<file path="src/rtl/traffic_pkg.sv">
// traffic_pkg: shared lane indices, lane count and per-lane light state for the queue tracker.
package traffic_pkg;
  localparam int LANE_N1 = 0;
  localparam int LANE_N2 = 1;
  localparam int LANE_E1 = 2;
  localparam int LANE_E2 = 3;
  localparam int LANE_S1 = 4;
  localparam int LANE_S2 = 5;
  localparam int LANE_W1 = 6;
  localparam int LANE_W2 = 7;
  localparam int NUM_LANES = 8;
  localparam int DEF_CNT_W = 8;
  typedef enum logic [1:0] {RED, START, FLOW} lane_state_t;
endpackage

</file>
<file path="src/rtl/lane_counter.sv">
// lane_counter: one lane's saturating queue count with arrival edge detect and green start-up delay.
// Ports: clk, rst (sync, active-high), arrive (level sensor), green (light enable),
// tick (phase timer pulse), count (queue length), overflow (sticky, only with TRAFFIC_LANE_OVERFLOW_EN).
module lane_counter import traffic_pkg::*; #(
  parameter int CNT_W = DEF_CNT_W,
  parameter int START_TICKS = 1
) (
  input  logic             clk,
  input  logic             rst,
  input  logic             arrive,
  input  logic             green,
  input  logic             tick,
  output logic [CNT_W-1:0] count
`ifdef TRAFFIC_LANE_OVERFLOW_EN
  ,
  output logic             overflow
`endif
);
  localparam int SW = $clog2(START_TICKS + 2);
  localparam logic [SW-1:0] LOAD = SW'(START_TICKS);
  lane_state_t state, stateNext;
  logic [SW-1:0] startCnt, startNext;
  logic arrivePrev, arrEdge, dep, full;
  assign arrEdge = arrive & ~arrivePrev;
  assign full = &count;
  assign dep = (state == FLOW) && tick && (count != '0);
  // A tick in the cycle green rises sees RED and is ignored; the tick that
  // empties the start counter only promotes to FLOW without a departure.
  always_comb begin
    stateNext = state;
    startNext = startCnt;
    if (!green) stateNext = RED;
    else if (state == RED) begin
      stateNext = (START_TICKS == 0) ? FLOW : START;
      startNext = LOAD;
    end else if (state == START && tick) begin
      startNext = startCnt - 1'b1;
      stateNext = (startCnt == SW'(1)) ? FLOW : START;
    end
  end
  always_ff @(posedge clk) begin
    if (rst) begin
      state <= RED;
      startCnt <= '0;
      arrivePrev <= 1'b0;
      count <= '0;
    end else begin
      state <= stateNext;
      startCnt <= startNext;
      arrivePrev <= arrive;
      count <= (arrEdge && !dep && !full) ? count + 1'b1 :
               (dep && !arrEdge) ? count - 1'b1 : count;
    end
  end
`ifdef TRAFFIC_LANE_OVERFLOW_EN
  always_ff @(posedge clk) begin
    if (rst) overflow <= 1'b0;
    else if (arrEdge && full && !dep) overflow <= 1'b1;
  end
`endif
endmodule

</file>
<file path="src/rtl/lane_queue_tracker.sv">
// lane_queue_tracker: eight independent lane queue counters plus their combined total.
// Ports: clk, rst (sync, active-high), arrive[7:0] / green[7:0] (bit0 N1 .. bit7 W2), tick,
// lane[7:0][CNT_W-1:0] per-lane counts, totalCars sum of counts,
// overflow[7:0] sticky saturation flags (only with TRAFFIC_LANE_OVERFLOW_EN).
module lane_queue_tracker import traffic_pkg::*; #(
  parameter int CNT_W = DEF_CNT_W,
  parameter int START_TICKS = 1
) (
  input  logic                  clk,
  input  logic                  rst,
  input  logic [7:0]            arrive,
  input  logic [7:0]            green,
  input  logic                  tick,
  output logic [7:0][CNT_W-1:0] lane,
  output logic [CNT_W+2:0]      totalCars
`ifdef TRAFFIC_LANE_OVERFLOW_EN
  ,
  output logic [7:0]            overflow
`endif
);
  for (genvar i = 0; i < NUM_LANES; i++) begin : gLane
    lane_counter #(.CNT_W(CNT_W), .START_TICKS(START_TICKS)) uLane (
      .clk(clk),
      .rst(rst),
      .arrive(arrive[i]),
      .green(green[i]),
      .tick(tick),
      .count(lane[i])
`ifdef TRAFFIC_LANE_OVERFLOW_EN
      ,
      .overflow(overflow[i])
`endif
    );
  end
  // Eight lanes at full scale need only three extra bits, so the sum never wraps.
  always_comb begin
    totalCars = '0;
    for (int k = 0; k < NUM_LANES; k++) totalCars = totalCars + (CNT_W+3)'(lane[k]);
  end
endmodule

</file>
<file path="config.mk">
export PLATFORM = sky130hd
export DESIGN_NAME = lane_queue_tracker
export DESIGN_NICKNAME = d
export VERILOG_FILES = /design/src/rtl/traffic_pkg.sv /design/src/rtl/lane_counter.sv /design/src/rtl/lane_queue_tracker.sv
export SDC_FILE = /design/constraint.sdc
export NUM_CORES = 1
export LEC_CHECK = 0
export BUFFER_PORTS_ARGS = -buffer_cell sky130_fd_sc_hd__buf_2
export CORE_MARGIN = 2
export CORE_UTILIZATION = 45
export CTS_BUF_LIST = sky130_fd_sc_hd__clkbuf_4
export DETAILED_ROUTE_END_ITERATION = 6
export MAX_ROUTING_LAYER = met4
export SYNTH_ARGS = -nofsm -noshare
export SYNTH_HDL_FRONTEND = slang
export SYNTH_SLANG_ARGS = --single-unit
</file>
<file path="constraint.sdc">
create_clock -name clk -period 9.2 [get_ports clk]
set_clock_uncertainty 0.15 [all_clocks]
set_input_delay 0.46 -clock clk [delete_from_list [all_inputs] [get_ports clk]]
set_output_delay 0.46 -clock clk [all_outputs]
set_load 0.005 [all_outputs]
</file>
==> impl_metrics.json <==
{
  "overflow": 0,
  "crit_chain": "inv_1, fa_1, inv_1, fa_1, fa_1, inv_1, fa_1, inv_1, ha_1, fa_1, a21o_1, a21oi_1, o21ai_0, a21o_1, a21o_1, buf_2",
  "wire_per_inst_um": 15.6,
  "p_int_uw": 1190,
  "power_frac_comb_pct": 62.0,
  "die_x_um": 142,
  "antenna_found_initial": 1,
  "first_iter_violations": 342,
  "clk_path_buf_depth": 2,
  "clock_power_share_pct": 11.8,
  "drv_slew": 0,
  "drc_errors": 0,
  "switching_share_pct": 45.7,
  "worstSkewPairLatency_ns": 0.49,
  "clk_pin_slew_ns": 0.17,
  "rsz0062_at_grt": "no",
  "min_from": "green[1]",
  "setup_viol": 0,
  "fin_tns_setup_ns": 0,
  "core_area_um2": 18600,
  "place_congestion": 0.889,
  "p_switching_uw": 1000,
  "path_buf_inv": 5,
  "synth_seq_cells": 104,
  "crit_fanout": 5,
  "max_freq_mhz": 176,
  "nFillCells": 1818,
  "critPathRequiredTime_ns": 8.59,
  "pwr-share-seq_pct": 26.3,
  "status": "finished clean",
  "grt_pass1_wl_um": 33900,
  "yosysMostFrequentCell": "inv_1",
  "cts_tree": "done",
  "tightestPinTransition_ns": 0.818,
  "leakagePower_uw": 0.00433,
  "syn_inst": 995,
  "yosysWarnings": 0,
  "die_h_um": 142,
  "gr-usage-all-layers_pct": 21.8,
  "cts_buffers": 9,
  "io_buffers": 93,
  "drive_above_1_share_pct": 13.2,
  "post_cts_resized": 0,
  "ant_nets": 0,
  "cts_setup_buffers": 0,
  "max_slew_margin_pct": 45.4,
  "hold_path.class": "in -> reg",
  "postSynthAreaPerCell_um2": 8.56,
  "numClockSinks": 104,
  "startpoint_type": "register",
  "area_growth_pct": 10.9,
  "grt_pass1_vias": 6632,
  "async_flop_share_pct": 0,
  "ff2ff_setup_slack_ns": 5.87,
  "critPathTopFamily": "adder cells",
  "rows": 50,
  "r2r_end": "gLane[0].uLane.count[7]",
  "synth_area_leaders": "dfxtp_1, fa_1, ha_1",
  "cts_max_level": 3,
  "finalCritPeriodShare_pct": 61.7,
  "yosysTopAreaCell": "dfxtp_1",
  "r2r_cells": 9,
  "nNetsFinal": 1232,
  "num_vias": 7137,
  "avgViaCountPerCell": 5.36,
  "ys_seq_area_share_pct": 24.4,
  "seq_area_um2": 2080,
  "wl_um": 20700,
  "holdWs_ns": 0.0701,
  "num_io_pins": 94,
  "arrival_ns": 5.06,
  "r2r_start": "gLane[0].uLane.count[4]",
  "ys_types": 56,
  "crit_path_end_kind": "output port",
  "synth_common_cells": "inv_1, dfxtp_1, nor2_1",
  "synth_top_area_share_pct": 24.4,
  "cpMostUsedCell": "fa_1",
  "critical_path_class": "reg -> out",
  "hold_depth": 2,
  "root_buffer": "clkbuf_4",
  "die_area_um2": 20100,
  "final.min_clock_period_ns": 5.67,
  "drv_cap": 0,
  "start_util_pct": 45.7,
  "synth_enable_flop_cells": 0,
  "dr.pass1.iters": 5,
  "synth_flop_cell": "dfxtp_1",
  "synth_nets": 1136,
  "max_stage_delay_ns": 0.55,
  "grt_max_degree": 75,
  "slowest_stage": "fa_1",
  "final_util_pct": 50.7,
  "hpwl_um": 16000,
  "vdd_drop_max_uv": 380,
  "p_per_area_nw_per_um2": 233,
  "multi_input_area_um2": 5830,
  "hold_end": "gLane[1].uLane.state[1]",
  "syn-cell-area_um2": 8520,
  "final-hold-violation-count": 0
}
-- final cells by class --
type,instances,share of cell area (%)
multi-input cells,731,61.7
flip-flops and latches,104,22.0
clock inverters,6,0.728
diodes,1,0.0265
inverters,142,5.64
well taps,234,3.10
repair buffers,103,5.96
clock buffers,10,0.795
-- worst max path at each step --
stage                                 start             to  slack, ns  cells past startpoint
global route        gLane[0].uLane.count[2]  totalCars[10]       3.20                     16
global placement    gLane[0].uLane.count[2]  totalCars[10]       4.13                     16
finish              gLane[0].uLane.count[2]  totalCars[10]       3.53                     16
floorplan           gLane[0].uLane.count[2]  totalCars[10]       4.43                     15
CTS                 gLane[0].uLane.count[2]  totalCars[10]       3.48                     16
detailed placement  gLane[0].uLane.count[2]  totalCars[10]       4.09                     16
-- cell usage in the layout, fill, tap and decap left out, types with 8 or more instances in the layout --
cell type,count
inv_1,140
dfxtp_1,104
nor2_1,93
buf_2,92
a21oi_1,74
ha_1,67
o21ai_0,61
fa_1,55
nand2_1,47
nor2b_1,39
nand3_1,28
mux2i_1,24
xnor2_1,22
nor3b_1,22
a211oi_1,21
nand4_1,16
xor2_1,16
a31oi_1,16
a21o_1,15
nand2b_1,10
clkbuf_4,10
nor4_1,8
a211oi_2,8
mux2_2,8
dlygate4sd3_1,8
-- metrics by stage --
stage                     instances  cell area [um2]  setup slack (ns)  power, uW
after floorplan                 995             8520              4.43       1510
after CTS                      1329             9440              3.48       2220
after detailed placement       1306             9220              4.09       1940
final                          1331             9450              3.53       2200
after global routing           1331             9450              3.20       2420
after global placement         1306             9220              4.13       1940
-- registers in the layout, summed over array words and instances, names as in the netlist --
register	cells
gLane.uLane.arrivePrev	8
gLane.uLane.count	64
gLane.uLane.startCnt	16
gLane.uLane.state	16
-- repair_timing --
| item | CTS | global route |
|---|---|---|
| endpoints found under the hold margin | 7 | 1 |
| hold buffers | 7 | 1 |
| endpoints found under the setup margin | 0 | 0 |
-- cells by family (layout without fill, tap and decap cells) --
group                    after synthesis  count (layout)  synth area share, %
AO/OA/AOI/OAI                        231             231                 17.5
XOR/XNOR                              38              38                 3.91
adder cells (fa/ha/maj)              122             122                 22.8
buffers and inverters                160             261                 7.15
flip-flops                           104             104                 24.4
multiplexers                          46              46                 6.34
other                                  0               1                    0
AND/OR/NAND/NOR                      294             294                 17.9
-- layer usage --
| metal | vias to the layer above | wire length [um] | share of wire [%] | global-route usage [%] |
|---|---|---|---|---|
| li1 | 3624 | - | - | - |
| met1 | 3393 | 10400 | 50 | 30.2 |
| met2 | 110 | 9530 | 46 | 34.3 |
| met3 | 10 | 673 | 3.3 | 3.78 |
| met4 | 0 | 139 | 0.67 | 3.16 |
| met5 | - | 0 | 0 | - |
-- power groups by stage --
stage | clock network [uW] | registers (uW) | logic [uW]
3_5_place_dp | 0 | 587 | 1360
5_1_grt | 289 | 586 | 1540
4_1_cts | 274 | 577 | 1370
6_report | 259 | 577 | 1360
2_1_floorplan | 0 | 567 | 941
3_3_place_gp | 0 | 585 | 1360
No activity file was read; power rests on OpenSTA's default activity.
